$ cat config.mk
export PLATFORM = sky130hd
export DESIGN_NAME = bs_rotate_seq_flat
export DESIGN_NICKNAME = d
export VERILOG_FILES = /design/src/rtl/bs_pkg.sv /design/src/rtl/bs_rotate_seq_if.sv /design/src/rtl/bs_rot_core.sv /design/src/rtl/bs_rotate_seq.sv /design/src/flat_wrapper.sv
export SDC_FILE = /design/constraint.sdc
export NUM_CORES = 1
export LEC_CHECK = 0
export BUFFER_PORTS_ARGS = -buffer_cell sky130_fd_sc_hd__buf_2
export CORE_MARGIN = 8
export CORE_UTILIZATION = 40
export DETAILED_ROUTE_END_ITERATION = 7
export PLACE_DENSITY = 0.59
export SETUP_SLACK_MARGIN = 0.1
export SYNTH_ARGS = -nofsm -noshare
export SYNTH_HDL_FRONTEND = slang
export SYNTH_SLANG_ARGS = --single-unit
export TNS_END_PERCENT = 5
$ cat constraint.sdc
create_clock -name i_clk -period 3.5 [get_ports i_clk]
set_clock_uncertainty 0.1 [all_clocks]
set_input_delay 0.7 -clock i_clk [delete_from_list [all_inputs] [get_ports i_clk]]
set_output_delay 0.7 -clock i_clk [all_outputs]
set_load 0.02 [all_outputs]
$ cat src/rtl/bs_pkg.sv
// Shared defaults, state encoding and direction constants for the rotate
// command stage and its combinational rotate core.
package bs_pkg;

    localparam int DATA_W = 4;
    localparam int K_W    = 2;
    localparam int CNT_W  = 4;

    typedef enum logic {
        ST_IDLE = 1'b0,
        ST_RUN  = 1'b1
    } state_t;

    localparam logic DIR_LEFT  = 1'b1;
    localparam logic DIR_RIGHT = 1'b0;

endpackage

$ cat src/rtl/bs_rotate_seq_if.sv
// Command and result stream bundle for bs_rotate_seq.
// The slave modport is the stage itself; the master modport is its environment.
interface bs_rotate_seq_if #(
    parameter int DATA_W = bs_pkg::DATA_W,
    parameter int K_W    = bs_pkg::K_W,
    parameter int CNT_W  = bs_pkg::CNT_W
);
    logic              i_valid;
    logic              o_ready;
    logic [DATA_W-1:0] i_data;
    logic [K_W-1:0]    i_k;
    logic              i_left;
    logic [CNT_W-1:0]  i_cnt;
    logic              o_valid;
    logic              i_ready;
    logic [DATA_W-1:0] o_data;
    logic [CNT_W-1:0]  o_idx;
    logic              o_last;
    logic              o_busy;

    modport slave (
        input  i_valid, i_data, i_k, i_left, i_cnt, i_ready,
        output o_ready, o_valid, o_data, o_idx, o_last, o_busy
    );

    modport master (
        output i_valid, i_data, i_k, i_left, i_cnt, i_ready,
        input  o_ready, o_valid, o_data, o_idx, o_last, o_busy
    );
endinterface

$ cat src/rtl/bs_rot_core.sv
// Combinational rotate of a DATA_W-bit word by k places, left or right.
// The word is doubled so a plain shift yields the wrapped bits directly.
module bs_rot_core #(
    parameter int DATA_W = bs_pkg::DATA_W,
    parameter int K_W    = bs_pkg::K_W
) (
    input  logic [DATA_W-1:0] src,
    input  logic [K_W-1:0]    k,
    input  logic              left,
    output logic [DATA_W-1:0] result
);
    import bs_pkg::*;

    logic [2*DATA_W-1:0] doubled;
    logic [2*DATA_W-1:0] shl;
    logic [2*DATA_W-1:0] shr;

    always_comb begin
        doubled = {src, src};
        shl     = doubled << k;
        shr     = doubled >> k;
        result  = (left == DIR_LEFT) ? shl[2*DATA_W-1:DATA_W] : shr[DATA_W-1:0];
    end
endmodule

$ cat src/rtl/bs_rotate_seq.sv
// Accepts one rotate command and emits N beats, each the previous word
// rotated again by k, over a valid/ready stream with a last-beat flag.
module bs_rotate_seq
    import bs_pkg::*;
#(
    parameter int DATA_W = bs_pkg::DATA_W,
    parameter int K_W    = bs_pkg::K_W,
    parameter int CNT_W  = bs_pkg::CNT_W
) (
    input  logic             i_clk,
    input  logic             i_rst,
    bs_rotate_seq_if.slave   bus
);
    state_t            state_q, state_d;
    logic [K_W-1:0]    k_q, k_d;
    logic              left_q, left_d;
    logic [CNT_W-1:0]  cnt_q, cnt_d;
    logic [DATA_W-1:0] data_q, data_d;
    logic [CNT_W-1:0]  idx_q, idx_d;
    logic              valid_q, valid_d;
    logic              last_q, last_d;

    logic [DATA_W-1:0] rot_src;
    logic [K_W-1:0]    rot_k;
    logic              rot_left;
    logic [DATA_W-1:0] rot_out;
    logic [CNT_W-1:0]  idx_next;

    // The single rotator sees the incoming command in IDLE and feeds back its own output in RUN.
    assign rot_src  = (state_q == ST_IDLE) ? bus.i_data : data_q;
    assign rot_k    = (state_q == ST_IDLE) ? bus.i_k    : k_q;
    assign rot_left = (state_q == ST_IDLE) ? bus.i_left : left_q;
    assign idx_next = idx_q + CNT_W'(1);

    bs_rot_core #(.DATA_W(DATA_W), .K_W(K_W)) u_rot (
        .src    (rot_src),
        .k      (rot_k),
        .left   (rot_left),
        .result (rot_out)
    );

    always_comb begin
        state_d = state_q;
        k_d     = k_q;
        left_d  = left_q;
        cnt_d   = cnt_q;
        data_d  = data_q;
        idx_d   = idx_q;
        valid_d = valid_q;
        last_d  = last_q;
        case (state_q)
            ST_IDLE: begin
                // A zero-count command is consumed without leaving IDLE.
                if (bus.i_valid && (bus.i_cnt != '0)) begin
                    k_d     = bus.i_k;
                    left_d  = bus.i_left;
                    cnt_d   = bus.i_cnt;
                    data_d  = rot_out;
                    idx_d   = CNT_W'(1);
                    valid_d = 1'b1;
                    last_d  = (bus.i_cnt == CNT_W'(1));
                    state_d = ST_RUN;
                end
            end
            ST_RUN: begin
                if (valid_q && bus.i_ready) begin
                    if (last_q) begin
                        valid_d = 1'b0;
                        last_d  = 1'b0;
                        state_d = ST_IDLE;
                    end else begin
                        data_d = rot_out;
                        idx_d  = idx_next;
                        last_d = (idx_next == cnt_q);
                    end
                end
            end
            default: state_d = ST_IDLE;
        endcase
    end

    always_ff @(posedge i_clk) begin
        if (i_rst) begin
            state_q <= ST_IDLE;
            k_q     <= '0;
            left_q  <= 1'b0;
            cnt_q   <= '0;
            data_q  <= '0;
            idx_q   <= '0;
            valid_q <= 1'b0;
            last_q  <= 1'b0;
        end else begin
            state_q <= state_d;
            k_q     <= k_d;
            left_q  <= left_d;
            cnt_q   <= cnt_d;
            data_q  <= data_d;
            idx_q   <= idx_d;
            valid_q <= valid_d;
            last_q  <= last_d;
        end
    end

    assign bus.o_ready = (state_q == ST_IDLE);
    assign bus.o_busy  = (state_q == ST_RUN);
    assign bus.o_valid = valid_q;
    assign bus.o_data  = data_q;
    assign bus.o_idx   = idx_q;
    assign bus.o_last  = last_q;
endmodule

$ cat src/flat_wrapper.sv
// flat-port wrapper written by rule: the top's interface ports become plain ports
module bs_rotate_seq_flat import bs_pkg::*;
#(
    parameter int DATA_W = bs_pkg::DATA_W,
    parameter int K_W    = bs_pkg::K_W,
    parameter int CNT_W  = bs_pkg::CNT_W
)
  (i_clk, i_rst, bus_i_valid, bus_i_data, bus_i_k, bus_i_left, bus_i_cnt, bus_i_ready, bus_o_ready, bus_o_valid, bus_o_data, bus_o_idx, bus_o_last, bus_o_busy);
  bs_rotate_seq_if #(.DATA_W(DATA_W), .K_W(K_W), .CNT_W(CNT_W)) bus_i ();
  input  logic i_clk;
  input  logic i_rst;
  input wire logic [$bits(bus_i.i_valid)-1:0] bus_i_valid;
  input wire logic [$bits(bus_i.i_data)-1:0] bus_i_data;
  input wire logic [$bits(bus_i.i_k)-1:0] bus_i_k;
  input wire logic [$bits(bus_i.i_left)-1:0] bus_i_left;
  input wire logic [$bits(bus_i.i_cnt)-1:0] bus_i_cnt;
  input wire logic [$bits(bus_i.i_ready)-1:0] bus_i_ready;
  output wire logic [$bits(bus_i.o_ready)-1:0] bus_o_ready;
  output wire logic [$bits(bus_i.o_valid)-1:0] bus_o_valid;
  output wire logic [$bits(bus_i.o_data)-1:0] bus_o_data;
  output wire logic [$bits(bus_i.o_idx)-1:0] bus_o_idx;
  output wire logic [$bits(bus_i.o_last)-1:0] bus_o_last;
  output wire logic [$bits(bus_i.o_busy)-1:0] bus_o_busy;
  assign bus_i.i_valid = bus_i_valid;
  assign bus_i.i_data = bus_i_data;
  assign bus_i.i_k = bus_i_k;
  assign bus_i.i_left = bus_i_left;
  assign bus_i.i_cnt = bus_i_cnt;
  assign bus_i.i_ready = bus_i_ready;
  assign bus_o_ready = bus_i.o_ready;
  assign bus_o_valid = bus_i.o_valid;
  assign bus_o_data = bus_i.o_data;
  assign bus_o_idx = bus_i.o_idx;
  assign bus_o_last = bus_i.o_last;
  assign bus_o_busy = bus_i.o_busy;
  bs_rotate_seq #(.DATA_W(DATA_W), .K_W(K_W), .CNT_W(CNT_W)) u_core (.i_clk(i_clk), .i_rst(i_rst), .bus(bus_i));
endmodule
==> results of run 1 <==
==> worst reg2reg max path, stage by stage, from the launching register on <==
cell and delay, ns:
sky130_fd_sc_hd__dfxtp_1 0.69, sky130_fd_sc_hd__mux2i_1 0.51, sky130_fd_sc_hd__mux2_2 0.41, sky130_fd_sc_hd__a211oi_2 0.20
==> where the power goes <==
part	total, mW	switching, mW	internal, mW	leakage, nW
Sequential	0.242	0.0220	0.220	0.148
Clock	0.127	0.0633	0.0634	0.0210
Combinational	0.134	0.0739	0.0598	0.319
Total	0.502	0.159	0.343	0.488
==> state kept, by name, indices dropped and copies added (netlist names) <==
signal,count
u_core.bus.o_data,4
u_core.bus.o_idx,4
u_core.cnt_q,4
u_core.k_q,2
u_core.bus.o_busy,1
u_core.bus.o_last,1
u_core.bus.o_valid,1
u_core.left_q,1
==> Yosys cell counts, types with 2 or more instances <==
library cell               number
sky130_fd_sc_hd__dfxtp_1       18
sky130_fd_sc_hd__nor2_1        18
sky130_fd_sc_hd__nand2_1       12
sky130_fd_sc_hd__a22oi_1        9
sky130_fd_sc_hd__a21oi_1        5
sky130_fd_sc_hd__nand3_1        5
sky130_fd_sc_hd__nor3b_1        5
sky130_fd_sc_hd__xnor2_1        5
sky130_fd_sc_hd__a211oi_2       4
sky130_fd_sc_hd__a221oi_1       4
sky130_fd_sc_hd__a32oi_1        4
sky130_fd_sc_hd__mux2_2         4
sky130_fd_sc_hd__mux2i_1        4
sky130_fd_sc_hd__buf_2          2
sky130_fd_sc_hd__buf_6          2
sky130_fd_sc_hd__clkbuf_1       2
sky130_fd_sc_hd__nor2b_1        2
==> layer usage <==
| layer | track usage, % | up-vias | share of wire [%] |
|---|---|---|---|
| met5 | 0 | - | 0 |
| met4 | 4.96 | 0 | 1.1 |
| met3 | 3.31 | 4 | 6.5 |
| met2 | 18.7 | 22 | 47 |
| met1 | 12.9 | 445 | 45 |
| li1 | - | 495 | - |
==> cell type report <==
cell class                      count  area (um2)
Fill cell                         248        1270
Multi-Input combinational cell     94         656
Timing Repair Buffer               26         130
Clock buffer                        4        36.3
Sequential cell                    18         360
Tap cell                           30        37.5
Inverter                            2        10.0
==> logic make-up after synthesis <==
| group | count (synthesis) | share of synthesized area, % |
|---|---|---|
| DFF | 18 | 33.8 |
| AOI/OAI and AO/OA | 31 | 25.2 |
| xor gates and xnor gates | 6 | 4.93 |
| buffers and inverters | 8 | 4.70 |
| and+or+nand+nor | 48 | 22.2 |
| muxes | 8 | 7.98 |
| adders and majority gates | 1 | 1.17 |
==> how the worst max path moves through the flow <==
stage	startpoint	endpoint	slack, ns
finish	u_core.bus.o_busy	bus_o_ready	1.44
global route	u_core.bus.o_busy	bus_o_ready	1.34
CTS	u_core.bus.o_busy	bus_o_ready	1.41
detailed placement	bus_i_valid	u_core.bus.o_last	1.37
global placement	bus_i_valid	u_core.cnt_q[3]	1.40
floorplan	bus_i_cnt[3]	u_core.left_q	1.58
==> stage by stage <==
stage | power, mW | instances | setup WS, ns
floorplan | 0.346 | 120 | 1.58
global placement | 0.379 | 170 | 1.40
detailed placement | 0.382 | 170 | 1.37
CTS | 0.510 | 174 | 1.41
global route | 0.536 | 174 | 1.34
finish | 0.502 | 174 | 1.44
==> impl_results.html, run 1 <==
<table>
<tr><th>Metric</th><th>Value</th></tr>
<tr><th colspan="2">Run status</th></tr>
<tr><td>Run status</td><td>completed</td></tr>
<tr><th colspan="2">Timing</th></tr>
<tr><td>Period minus WS final</td><td>between 2 and 2.5 ns</td></tr>
<tr><td>Fin Hold WS</td><td>approximately 0.41 ns</td></tr>
<tr><td>Unrepaired setup endpoints after global routing</td><td>no</td></tr>
<tr><td>Total Neg Setup Slack</td><td>0 ns</td></tr>
<tr><td>Part of the cycle the worst path needs</td><td>59.0%</td></tr>
<tr><td>Actual slew at the worst max-slew pin</td><td>around 0.62 ns</td></tr>
<tr><td>Number of max-slew violations in the final report</td><td>0</td></tr>
<tr><td>Highest clock frequency the design can meet</td><td>about 480 MHz</td></tr>
<tr><td>Number of hold violations in the final report</td><td>0</td></tr>
<tr><td>Setup violation total in the final timing report</td><td>0</td></tr>
<tr><td>Max-Slew Margin vs Limit</td><td>slightly below 60%</td></tr>
<tr><th colspan="2">Final layout</th></tr>
<tr><td>Most common cell after layout, fill and taps aside</td><td>sky130_fd_sc_hd__buf_2</td></tr>
<tr><td>Area of all placed cells without fillers</td><td>~1200 um2</td></tr>
<tr><td>Most frequent cells in the layout</td><td>sky130_fd_sc_hd__buf_2 (26), sky130_fd_sc_hd__nor2_1 (18), sky130_fd_sc_hd__dfxtp_1 (18)</td></tr>
<tr><td>Layout overhead on the synthesized area</td><td>15.4%</td></tr>
<tr><td>Final net count</td><td>161</td></tr>
<tr><td>Utilization after layout</td><td>49.2%</td></tr>
<tr><td>Antenna diodes</td><td>0</td></tr>
<tr><td>Layout cell share with drive strength beyond 1</td><td>a little under a third</td></tr>
<tr><th colspan="2">Floorplan</th></tr>
<tr><td>Rows</td><td>18</td></tr>
<tr><td>Chip Width</td><td>between 60 and 70 um</td></tr>
<tr><td>Initial core utilization</td><td>between 40% and 50%</td></tr>
<tr><td>I/O pin count</td><td>27</td></tr>
<tr><td>Floorplan die area</td><td>4570 um2</td></tr>
<tr><td>Core area</td><td>2500 um2</td></tr>
<tr><td>Height of the chip</td><td>between 60 and 70 um</td></tr>
<tr><th colspan="2">Route</th></tr>
<tr><td>Count of TritonRoute iterations in the first routing pass</td><td>4</td></tr>
<tr><td>Post-route DRC violation count</td><td>0</td></tr>
<tr><td>Routed WL</td><td>2520 um</td></tr>
<tr><td>Wire length per cell after detailed routing</td><td>14.5 um</td></tr>
<tr><td>1st-iter DRT viols</td><td>61</td></tr>
<tr><td>Vias after detailed routing</td><td>966</td></tr>
<tr><td>Vias/cell</td><td>between 5 and 6</td></tr>
<tr><td>Routed Antenna Nets</td><td>0</td></tr>
<tr><th colspan="2">Worst setup path</th></tr>
<tr><td>Crit path cell chain</td><td>inv_4, buf_2</td></tr>
<tr><td>Crit path max fanout</td><td>15</td></tr>
<tr><td>Element type at the critical path end</td><td>output pin</td></tr>
<tr><td>Reg2reg path depth</td><td>3</td></tr>
<tr><td>Critical R2R Capture</td><td>u_core.bus.o_data[1]</td></tr>
<tr><td>Beginning of the worst register-to-register path</td><td>u_core.bus.o_busy</td></tr>
<tr><td>Critical Path Stages</td><td>2</td></tr>
<tr><td>Arrival time at the worst endpoint</td><td>roughly 1.3 ns</td></tr>
<tr><td>Type of the setup path with the least slack</td><td>reg2out</td></tr>
<tr><td>Slack of the worst reg-to-reg path</td><td>1.52 ns</td></tr>
<tr><td>CP Data Required Time</td><td>2.70 ns</td></tr>
<tr><td>Longest individual stage delay on the worst path</td><td>about 0.69 ns</td></tr>
<tr><td>Family of cells with the greatest summed delay on the critical path</td><td>flip-flops</td></tr>
<tr><td>Worst path slowest cell</td><td>sky130_fd_sc_hd__dfxtp_1</td></tr>
<tr><td>Crit path launch type</td><td>flop</td></tr>
<tr><td>Worst Path Buf+Inv</td><td>2</td></tr>
<tr><th colspan="2">Global routing</th></tr>
<tr><td>Pin count of the biggest net entering global routing</td><td>19</td></tr>
<tr><td>Number of global-route vias before repair</td><td>~940</td></tr>
<tr><td>First-pass GRT wire length</td><td>just over 4000 um</td></tr>
<tr><td>Initial antenna violation count</td><td>0</td></tr>
<tr><td>Total overflow reported by the global router</td><td>0</td></tr>
<tr><td>Total GRT Usage</td><td>11.2%</td></tr>
<tr><th colspan="2">Pwr</th></tr>
<tr><td>Power per unit of standard cell area</td><td>about 400 nW/um2</td></tr>
<tr><td>Pleak</td><td>about 0.49 nW</td></tr>
<tr><td>VDD IR-drop max</td><td>approximately 0.23 mV</td></tr>
<tr><th colspan="2">Clock network</th></tr>
<tr><td>Number of clock sinks</td><td>18</td></tr>
<tr><td>Number of buffers created by CTS</td><td>3</td></tr>
<tr><td>CTS max path bufs</td><td>2</td></tr>
<tr><td>Quantity of hold-fixing buffers added after cts</td><td>0</td></tr>
<tr><td>Number of instances resized during post-cts repair</td><td>0</td></tr>
<tr><td>Clock slew seen by the registers of the worst setup and hold paths</td><td>around 0.10 ns</td></tr>
<tr><td>Post-CTS setup repair buffer count</td><td>0</td></tr>
<tr><td>CTS tree</td><td>done</td></tr>
<tr><td>Root Buffer</td><td>sky130_fd_sc_hd__clkbuf_4</td></tr>
<tr><td>H-tree depth</td><td>1</td></tr>
<tr><td>Clock network latency to the later pin of the worst-skew pair</td><td>0.29 ns</td></tr>
<tr><th colspan="2">Place</th></tr>
<tr><td>I/O Buffers</td><td>26</td></tr>
<tr><td>Gp weighted congestion</td><td>slightly above 0.8</td></tr>
<tr><td>Area after DPL</td><td>1190 um2</td></tr>
<tr><td>HPWL after DPL</td><td>slightly below 2000 um</td></tr>
<tr><th colspan="2">Yosys</th></tr>
<tr><td>Sequential share of the synthesized area</td><td>33.8%</td></tr>
<tr><td>Yosys top cell by area</td><td>sky130_fd_sc_hd__dfxtp_1</td></tr>
<tr><td>Cell variety after synth</td><td>32</td></tr>
<tr><td>Flops &amp; latches, synth</td><td>18</td></tr>
<tr><td>Mean instance size in the synthesized netlist</td><td>~9 um2</td></tr>
<tr><td>Gate count after technology mapping</td><td>between 100 and 150</td></tr>
<tr><td>Async SR Flop Fraction</td><td>0%</td></tr>
<tr><td>Count of warnings emitted by yosys</td><td>0</td></tr>
<tr><td>Number of flops mapped to enable cells by yosys</td><td>0</td></tr>
<tr><td>Share of the synthesized area in the top cell type</td><td>33.8%</td></tr>
<tr><td>Netlist Area Pre-Place</td><td>about 1100 um2</td></tr>
<tr><td>Dominant cells by area after synthesis</td><td>sky130_fd_sc_hd__dfxtp_1 (34%), sky130_fd_sc_hd__a22oi_1 (6.3%), sky130_fd_sc_hd__nor2_1 (6.3%), sky130_fd_sc_hd__a211oi_2 (4.7%), sky130_fd_sc_hd__mux2_2 (4.2%)</td></tr>
<tr><td>Prevailing post-synth register cell</td><td>sky130_fd_sc_hd__dfxtp_1</td></tr>
<tr><td>Synth Net Count</td><td>136</td></tr>
<tr><th colspan="2">Worst hold path</th></tr>
<tr><td>Class of the tightest hold or removal check</td><td>reg2reg</td></tr>
<tr><td>Hold path startpoint</td><td>u_core.bus.o_idx[3]</td></tr>
<tr><td>Endpoint of the worst hold path</td><td>u_core.bus.o_idx[3]</td></tr>
<tr><td>Number of cells on the worst hold path</td><td>2</td></tr>
<tr><th colspan="2">Job</th></tr>
<tr><td>Max-cap violation count</td><td>0</td></tr>
</table>
(Power assumes the default switching activity.)
==> inputs of run 2 (changes only) <==
--- a/config.mk
+++ b/config.mk
@@ -9,7 +9,7 @@
 export CORE_MARGIN = 8
 export CORE_UTILIZATION = 40
 export DETAILED_ROUTE_END_ITERATION = 7
-export PLACE_DENSITY = 0.59
+export PLACE_DENSITY = 0.61
 export SETUP_SLACK_MARGIN = 0.1
 export SYNTH_ARGS = -nofsm -noshare
 export SYNTH_HDL_FRONTEND = slang
==> constraint.sdc (replaced) <==
create_clock -name i_clk -period 1.8 [get_ports i_clk]
set_clock_uncertainty 0.1 [all_clocks]
set_input_delay 0.36 -clock i_clk [delete_from_list [all_inputs] [get_ports i_clk]]
set_output_delay 0.36 -clock i_clk [all_outputs]
set_load 0.02 [all_outputs]
==> run 2 against run 1 <==
Against the previous run:
- sequential share of layout area down 0.77 points
- setup slack worse by 1.3 ns
- die area unchanged
- via count up 4.7%
- sequential power up 93%
- combinational power up 110%
- cell count up 1.7%
- non-clock buffer count up 3
- first-iteration DRC count up 44%
- flip-flop and latch count unchanged
- clock power up 94%
- critical path type is now reg2reg
- largest cell class unchanged
==> impl_results.html, run 2 (synthesis gave the netlist of run 1 again) <==
<table>
<tr><th>Metric</th><th>Value</th></tr>
<tr><th colspan="2">Run status</th></tr>
<tr><td>Run status</td><td>completed</td></tr>
<tr><th colspan="2">Clock network</th></tr>
<tr><td>CTS tree</td><td>done</td></tr>
<tr><td>Post-CTS setup repair buffer count</td><td>0</td></tr>
<tr><td>Root Buffer</td><td>sky130_fd_sc_hd__clkbuf_4</td></tr>
<tr><td>Clock network latency to the later pin of the worst-skew pair</td><td>slightly below 0.3 ns</td></tr>
<tr><td>H-tree depth</td><td>1</td></tr>
<tr><td>Number of buffers created by CTS</td><td>3</td></tr>
<tr><td>CTS max path bufs</td><td>2</td></tr>
<tr><td>Clock slew seen by the registers of the worst setup and hold paths</td><td>roughly 0.1 ns</td></tr>
<tr><td>Number of clock sinks</td><td>18</td></tr>
<tr><th colspan="2">Timing</th></tr>
<tr><td>Setup violation total in the final timing report</td><td>0</td></tr>
<tr><td>Total Neg Setup Slack</td><td>0 ns</td></tr>
<tr><td>Actual slew at the worst max-slew pin</td><td>~0.37 ns</td></tr>
<tr><td>Period minus WS final</td><td>~1.6 ns</td></tr>
<tr><td>Unrepaired setup endpoints after global routing</td><td>yes</td></tr>
<tr><td>Fin Hold WS</td><td>0.228 ns</td></tr>
<tr><td>Number of max-slew violations in the final report</td><td>0</td></tr>
<tr><td>Max-Slew Margin vs Limit</td><td>75.2%</td></tr>
<tr><td>Number of hold violations in the final report</td><td>0</td></tr>
<tr><td>Part of the cycle the worst path needs</td><td>around nine tenths</td></tr>
<tr><td>Highest clock frequency the design can meet</td><td>approximately 600 MHz</td></tr>
<tr><th colspan="2">Final layout</th></tr>
<tr><td>Layout cell share with drive strength beyond 1</td><td>37.4%</td></tr>
<tr><td>Layout overhead on the synthesized area</td><td>20.5%</td></tr>
<tr><td>Antenna diodes</td><td>0</td></tr>
<tr><td>Final net count</td><td>164</td></tr>
<tr><td>Fill cell instance count of the final layout</td><td>about 240</td></tr>
<tr><td>Area of all placed cells without fillers</td><td>about 1300 um2</td></tr>
<tr><td>Most common cell after layout, fill and taps aside</td><td>sky130_fd_sc_hd__buf_2</td></tr>
<tr><td>Most frequent cells in the layout</td><td>sky130_fd_sc_hd__buf_2 (26), sky130_fd_sc_hd__nor2_1 (17), sky130_fd_sc_hd__dfxtp_1 (15)</td></tr>
<tr><td>Utilization after layout</td><td>approximately half</td></tr>
<tr><th colspan="2">Job</th></tr>
<tr><td>Max-cap violation count</td><td>0</td></tr>
<tr><th colspan="2">Pwr</th></tr>
<tr><td>Net Sw Power</td><td>approximately 0.32 mW</td></tr>
<tr><td>Switching Share</td><td>31.9%</td></tr>
<tr><td>Power per unit of standard cell area</td><td>just under 800 nW/um2</td></tr>
<tr><td>VDD IR-drop max</td><td>0.513 mV</td></tr>
<tr><td>Clk network pwr share</td><td>24.6%</td></tr>
<tr><td>Combinational share of power</td><td>about 29%</td></tr>
<tr><td>Internal Pwr Total</td><td>slightly below 0.7 mW</td></tr>
<tr><td>Pleak</td><td>0.512 nW</td></tr>
<tr><td>Reg power frac</td><td>between 40% and 50%</td></tr>
<tr><th colspan="2">Worst setup path</th></tr>
<tr><td>Reg2reg path depth</td><td>5</td></tr>
<tr><td>Slack of the worst reg-to-reg path</td><td>around 0.17 ns</td></tr>
<tr><td>Crit path cell chain</td><td>buf_4, a32oi_1, a221oi_1, mux2_2, a211oi_2</td></tr>
<tr><td>Worst Path Buf+Inv</td><td>1</td></tr>
<tr><td>Worst path slowest cell</td><td>sky130_fd_sc_hd__dfxtp_4</td></tr>
<tr><td>Longest individual stage delay on the worst path</td><td>~0.41 ns</td></tr>
<tr><td>Crit path max fanout</td><td>11</td></tr>
<tr><td>Arrival time at the worst endpoint</td><td>between 1.5 and 2 ns</td></tr>
<tr><td>Critical Path Stages</td><td>5</td></tr>
<tr><td>Critical R2R Capture</td><td>u_core.bus.o_data[3]</td></tr>
<tr><td>Crit path launch type</td><td>flop</td></tr>
<tr><td>Beginning of the worst register-to-register path</td><td>u_core.bus.o_busy</td></tr>
<tr><td>Startpoint of the most critical setup path</td><td>u_core.bus.o_busy</td></tr>
<tr><td>Element type at the critical path end</td><td>flop</td></tr>
<tr><td>Capture point of the worst path</td><td>u_core.bus.o_data[3]</td></tr>
<tr><td>Family of cells with the greatest summed delay on the critical path</td><td>compound AO/OA/AOI/OAI gates</td></tr>
<tr><td>Type of the setup path with the least slack</td><td>reg2reg</td></tr>
<tr><td>CP Data Required Time</td><td>between 1.5 and 2 ns</td></tr>
<tr><th colspan="2">Route</th></tr>
<tr><td>Wire length per cell after detailed routing</td><td>approximately 15 um</td></tr>
<tr><td>Vias after detailed routing</td><td>about 1000</td></tr>
<tr><td>Routed WL</td><td>approximately 2700 um</td></tr>
<tr><td>1st-iter DRT viols</td><td>around 90</td></tr>
<tr><td>Vias/cell</td><td>5.71</td></tr>
<tr><td>Routed Antenna Nets</td><td>0</td></tr>
<tr><td>Post-route DRC violation count</td><td>0</td></tr>
<tr><td>Count of TritonRoute iterations in the first routing pass</td><td>4</td></tr>
<tr><th colspan="2">Place</th></tr>
<tr><td>I/O Buffers</td><td>26</td></tr>
<tr><td>Area after DPL</td><td>approximately 1200 um2</td></tr>
<tr><td>Gp weighted congestion</td><td>0.848</td></tr>
<tr><td>HPWL after DPL</td><td>about 2000 um</td></tr>
<tr><th colspan="2">Floorplan</th></tr>
<tr><td>Chip Width</td><td>67.6 um</td></tr>
<tr><td>I/O pin count</td><td>27</td></tr>
<tr><td>Core area</td><td>2500 um2</td></tr>
<tr><td>Floorplan die area</td><td>between 4000 and 5000 um2</td></tr>
<tr><td>Initial core utilization</td><td>a little over two fifths</td></tr>
<tr><td>Height of the chip</td><td>around 68 um</td></tr>
<tr><td>Rows</td><td>18</td></tr>
<tr><th colspan="2">Global routing</th></tr>
<tr><td>Total GRT Usage</td><td>between 10% and 20%</td></tr>
<tr><td>Pin count of the biggest net entering global routing</td><td>19</td></tr>
<tr><td>Initial antenna violation count</td><td>0</td></tr>
<tr><td>Number of global-route vias before repair</td><td>approximately 1000</td></tr>
<tr><td>Total overflow reported by the global router</td><td>0</td></tr>
<tr><td>First-pass GRT wire length</td><td>between 4000 and 5000 um</td></tr>
<tr><th colspan="2">Worst hold path</th></tr>
<tr><td>Class of the tightest hold or removal check</td><td>in2reg</td></tr>
</table>
==> run 2: cell count changes in the layout (fill, tap and decap cells not counted), sizes merged <==
cell,change
buf,+3
==> run 2: what timing repair did <==
item,in CTS,in global routing
endpoints found under the setup margin,4,5
endpoints found under the hold margin,0,0
gates resized for setup,1,7
hold buffers,0,0
gates cloned,0,0
==> run 2: area by class of cell <==
type                    instances  area, um2  area share, %
well taps                      30       37.5           2.92
clock buffers                   4       36.3           2.82
flip-flops and latches         18        367           28.5
multi-input cells              94        682           53.1
inverters                       2       10.0          0.779
repair buffers                 29        153           11.9
==> run 2: how the worst min path moves through the flow <==
stage                              from             endpoint  slack [ns]  cells after the start
global placement          u_core.k_q[1]        u_core.k_q[1]        0.40                      2
CTS                          bus_i_left        u_core.left_q        0.22                      3
detailed placement  u_core.bus.o_idx[3]  u_core.bus.o_idx[3]        0.41                      2
floorplan                 u_core.k_q[1]        u_core.k_q[1]        0.38                      2
finish                       bus_i_left        u_core.left_q        0.23                      3
global route                 bus_i_left        u_core.left_q        0.26                      3
==> run 2: worst register-to-register path, stage by stage, from the launching register on <==
cell,delay [ns]
sky130_fd_sc_hd__dfxtp_4,0.41
sky130_fd_sc_hd__buf_4,0.17
sky130_fd_sc_hd__a32oi_1,0.24
sky130_fd_sc_hd__a221oi_1,0.13
sky130_fd_sc_hd__mux2_2,0.29
sky130_fd_sc_hd__a211oi_2,0.21
==> run 2: metrics by stage <==
| stage | setup slack, ns | total power, mW | std cells |
|---|---|---|---|
| detailed placement | 0.0234 | 0.754 | 173 |
| CTS | 0.123 | 1.00 | 177 |
| global placement | 0.0527 | 0.748 | 173 |
| global route | 0.0739 | 1.05 | 177 |
| finish | 0.169 | 1.00 | 177 |
| floorplan | 0.133 | 0.676 | 120 |
==> run 2: per-layer routing <==
layer | vias up | wire (um) | GRT usage, %
met4 | 0 | 44 | 5.74
met3 | 6 | 155 | 2.15
met5 | - | 0 | 0
li1 | 505 | - | -
met1 | 470 | 1100 | 12.3
met2 | 30 | 1350 | 20.7
==> run 2: power by group through the flow <==
stage,clock [mW],sequential [mW],combinational (mW)
5_1_grt,0.268,0.472,0.313
4_1_cts,0.256,0.466,0.278
6_report,0.247,0.468,0.287
3_5_place_dp,0,0.476,0.277
2_1_floorplan,0,0.488,0.188
3_3_place_gp,0,0.475,0.273
==> inputs of run 3 (changes only) <==
--- a/config.mk
+++ b/config.mk
@@ -7,9 +7,9 @@
 export LEC_CHECK = 0
 export BUFFER_PORTS_ARGS = -buffer_cell sky130_fd_sc_hd__buf_2
 export CORE_MARGIN = 8
-export CORE_UTILIZATION = 40
+export CORE_UTILIZATION = 46
 export DETAILED_ROUTE_END_ITERATION = 7
-export PLACE_DENSITY = 0.61
+export PLACE_DENSITY = 0.69
 export SETUP_SLACK_MARGIN = 0.1
 export SYNTH_ARGS = -nofsm -noshare
 export SYNTH_HDL_FRONTEND = slang
==> run 3 against run 2 <==
Against the previous run:
- critical endpoint is now u_core.bus.o_idx[2]
- setup slack improved by 0.020 ns
- clock-buffer cell count is 1 lower
- critical path depth rose by 2
- flip-flop and latch count stayed put
==> impl_results.html, run 3 (synthesis gave the netlist of run 1 again) <==
<table>
<tr><th>Metric</th><th>Value</th></tr>
<tr><th colspan="2">Final layout</th></tr>
<tr><td>Most frequent cells in the layout</td><td>sky130_fd_sc_hd__buf_2 (26), sky130_fd_sc_hd__nor2_1 (18), sky130_fd_sc_hd__dfxtp_1 (16)</td></tr>
<tr><td>Fill cell instance count of the final layout</td><td>between 200 and 250</td></tr>
<tr><td>Antenna diodes</td><td>0</td></tr>
<tr><td>Most common cell after layout, fill and taps aside</td><td>sky130_fd_sc_hd__buf_2</td></tr>
<tr><td>Final net count</td><td>between 150 and 200</td></tr>
<tr><td>Layout cell share with drive strength beyond 1</td><td>35.6%</td></tr>
<tr><td>Sequential cell area</td><td>365 um2</td></tr>
<tr><td>Number of cells in the finished layout apart from fillers</td><td>174</td></tr>
<tr><td>Multi-input combinational cell area</td><td>679 um2</td></tr>
<tr><td>Layout overhead on the synthesized area</td><td>18.7%</td></tr>
<tr><td>Area of all placed cells without fillers</td><td>around 1300 um2</td></tr>
<tr><th colspan="2">Place</th></tr>
<tr><td>I/O Buffers</td><td>26</td></tr>
<tr><td>HPWL after DPL</td><td>2000 um</td></tr>
<tr><td>Gp weighted congestion</td><td>between 0.8 and 0.9</td></tr>
<tr><td>Area after DPL</td><td>approximately 1200 um2</td></tr>
<tr><td>Total placed cells including tap cells</td><td>approximately 170</td></tr>
<tr><td>Post-placement worst setup slack</td><td>roughly 0.025 ns</td></tr>
<tr><th colspan="2">Clock network</th></tr>
<tr><td>Number of buffers created by CTS</td><td>3</td></tr>
<tr><td>H-tree depth</td><td>1</td></tr>
<tr><td>Number of clock sinks</td><td>18</td></tr>
<tr><td>Root Buffer</td><td>sky130_fd_sc_hd__clkbuf_4</td></tr>
<tr><td>Quantity of hold-fixing buffers added after cts</td><td>0</td></tr>
<tr><td>Clock slew seen by the registers of the worst setup and hold paths</td><td>~0.090 ns</td></tr>
<tr><td>Clock network latency to the later pin of the worst-skew pair</td><td>0.28 ns</td></tr>
<tr><td>CTS max path bufs</td><td>2</td></tr>
<tr><td>CTS tree</td><td>done</td></tr>
<tr><td>Post-CTS setup repair buffer count</td><td>0</td></tr>
<tr><th colspan="2">Worst setup path</th></tr>
<tr><td>Most numerous cell on the critical path</td><td>sky130_fd_sc_hd__buf_4</td></tr>
<tr><td>Crit path launch type</td><td>flop</td></tr>
<tr><td>Arrival time at the worst endpoint</td><td>roughly 1.7 ns</td></tr>
<tr><td>Family of cells with the greatest summed delay on the critical path</td><td>compound AO/OA/AOI/OAI gates</td></tr>
<tr><td>CP Data Required Time</td><td>around 1.9 ns</td></tr>
<tr><td>Worst Path Buf+Inv</td><td>2</td></tr>
<tr><td>Worst path slowest cell</td><td>sky130_fd_sc_hd__dfxtp_4</td></tr>
<tr><td>Crit path cell chain</td><td>buf_4, nor2b_1, buf_4, o2bb2ai_4, o21ai_1, a21oi_1, nor2_1</td></tr>
<tr><td>Crit path max fanout</td><td>12</td></tr>
<tr><td>Element type at the critical path end</td><td>flop</td></tr>
<tr><td>Longest individual stage delay on the worst path</td><td>between 0.4 and 0.5 ns</td></tr>
<tr><td>Type of the setup path with the least slack</td><td>reg2reg</td></tr>
<tr><th colspan="2">Route</th></tr>
<tr><td>Routed WL</td><td>~2600 um</td></tr>
<tr><td>Count of TritonRoute iterations in the first routing pass</td><td>4</td></tr>
<tr><td>Post-route DRC violation count</td><td>0</td></tr>
<tr><td>Routed Antenna Nets</td><td>0</td></tr>
<tr><td>Vias/cell</td><td>approximately 5.9</td></tr>
<tr><td>Vias after detailed routing</td><td>approximately 1000</td></tr>
<tr><td>Wire length per cell after detailed routing</td><td>approximately 15 um</td></tr>
<tr><td>1st-iter DRT viols</td><td>between 80 and 90</td></tr>
<tr><th colspan="2">Timing</th></tr>
<tr><td>Highest clock frequency the design can meet</td><td>620 MHz</td></tr>
<tr><td>Number of max-slew violations in the final report</td><td>0</td></tr>
<tr><td>Number of hold violations in the final report</td><td>0</td></tr>
<tr><td>Unrepaired setup endpoints after global routing</td><td>yes</td></tr>
<tr><td>Actual slew at the worst max-slew pin</td><td>0.363 ns</td></tr>
<tr><td>Total Neg Setup Slack</td><td>0 ns</td></tr>
<tr><td>Worst Setup Slack, final</td><td>~0.19 ns</td></tr>
<tr><td>Part of the cycle the worst path needs</td><td>between 80 and 90%</td></tr>
<tr><td>Period minus WS final</td><td>roughly 1.6 ns</td></tr>
<tr><td>Setup violation total in the final timing report</td><td>0</td></tr>
<tr><td>Max-Slew Margin vs Limit</td><td>roughly three quarters</td></tr>
<tr><td>Fin Hold WS</td><td>0.234 ns</td></tr>
<tr><th colspan="2">Global routing</th></tr>
<tr><td>Initial antenna violation count</td><td>0</td></tr>
<tr><td>First-pass GRT wire length</td><td>around 4100 um</td></tr>
<tr><td>Total overflow reported by the global router</td><td>0</td></tr>
<tr><td>Pin count of the biggest net entering global routing</td><td>19</td></tr>
<tr><td>Total GRT Usage</td><td>11.7%</td></tr>
<tr><td>Number of global-route vias before repair</td><td>roughly 970</td></tr>
<tr><th colspan="2">Run status</th></tr>
<tr><td>Run status</td><td>completed</td></tr>
<tr><th colspan="2">Job</th></tr>
<tr><td>Max-cap violation count</td><td>0</td></tr>
<tr><th colspan="2">Pwr</th></tr>
<tr><td>Pleak</td><td>about 0.5 nW</td></tr>
<tr><td>VDD IR-drop max</td><td>between 0.5 and 0.6 mV</td></tr>
<tr><td>Power per unit of standard cell area</td><td>745 nW/um2</td></tr>
<tr><th colspan="2">Worst hold path</th></tr>
<tr><td>Class of the tightest hold or removal check</td><td>in2reg</td></tr>
<tr><th colspan="2">Floorplan</th></tr>
<tr><td>Chip Width</td><td>64.1 um</td></tr>
<tr><td>Rows</td><td>17</td></tr>
<tr><td>Floorplan die area</td><td>roughly 4100 um2</td></tr>
<tr><td>Height of the chip</td><td>approximately 64 um</td></tr>
<tr><td>Core area</td><td>2210 um2</td></tr>
<tr><td>Initial core utilization</td><td>between 40% and 50%</td></tr>
<tr><td>I/O pin count</td><td>27</td></tr>
</table>
==> run 3: worst paths after layout <==
path	slack, ns	endpoint	start	cells after the start
setup / recovery	0.19	u_core.bus.o_idx[2]	u_core.bus.o_busy	7
hold / removal	0.23	u_core.left_q	bus_i_left	3
setup reg to reg	0.19	u_core.bus.o_idx[2]	u_core.bus.o_busy	7
hold reg to reg	0.43	u_core.bus.o_idx[3]	u_core.bus.o_idx[3]	2
==> run 3: what timing repair did <==
| item | 4_1_cts | 5_1_grt |
|---|---|---|
| setup endpoints to repair | 4 | 5 |
| gates resized for setup | 1 | 5 |
| pin swaps | 0 | 0 |
==> run 3: worst min-delay path: stages <==
cell and delay (ns):
sky130_fd_sc_hd__buf_2 0.09, sky130_fd_sc_hd__mux2i_1 0.06, sky130_fd_sc_hd__nor2_1 0.07
==> run 3: layout make-up <==
| cell class | instances | area share (%) |
|---|---|---|
| Sequential cell | 18 | 28.9 |
| Multi-Input combinational cell | 94 | 53.7 |
| Clock buffer | 3 | 1.78 |
| Inverter | 2 | 0.791 |
| Timing Repair Buffer | 29 | 12.1 |
| Tap cell | 28 | 2.77 |
==> run 3: stage by stage <==
step / power [mW] / utilization (%)
2_1_floorplan: 0.676 / -
3_3_place_gp: 0.745 / 55.1
3_5_place_dp: 0.750 / 55.1
4_1_cts: 0.939 / 56.2
5_1_grt: 0.992 / 57.2
6_report: 0.942 / 57.2
==> run 3: where the power goes <==
group	total [mW]	switching (mW)	internal, mW
registers	0.468	0.0399	0.429
logic	0.284	0.154	0.130
clock network	0.189	0.112	0.0777
total	0.942	0.306	0.636
==> run 3: routing by layer <==
layer | up-vias | track usage [%] | wire (um)
met5 | - | 0 | 0
met4 | 0 | 5.99 | 22
met3 | 4 | 2.96 | 151
met2 | 32 | 21.2 | 1330
met1 | 483 | 12.3 | 1080
li1 | 499 | - | -
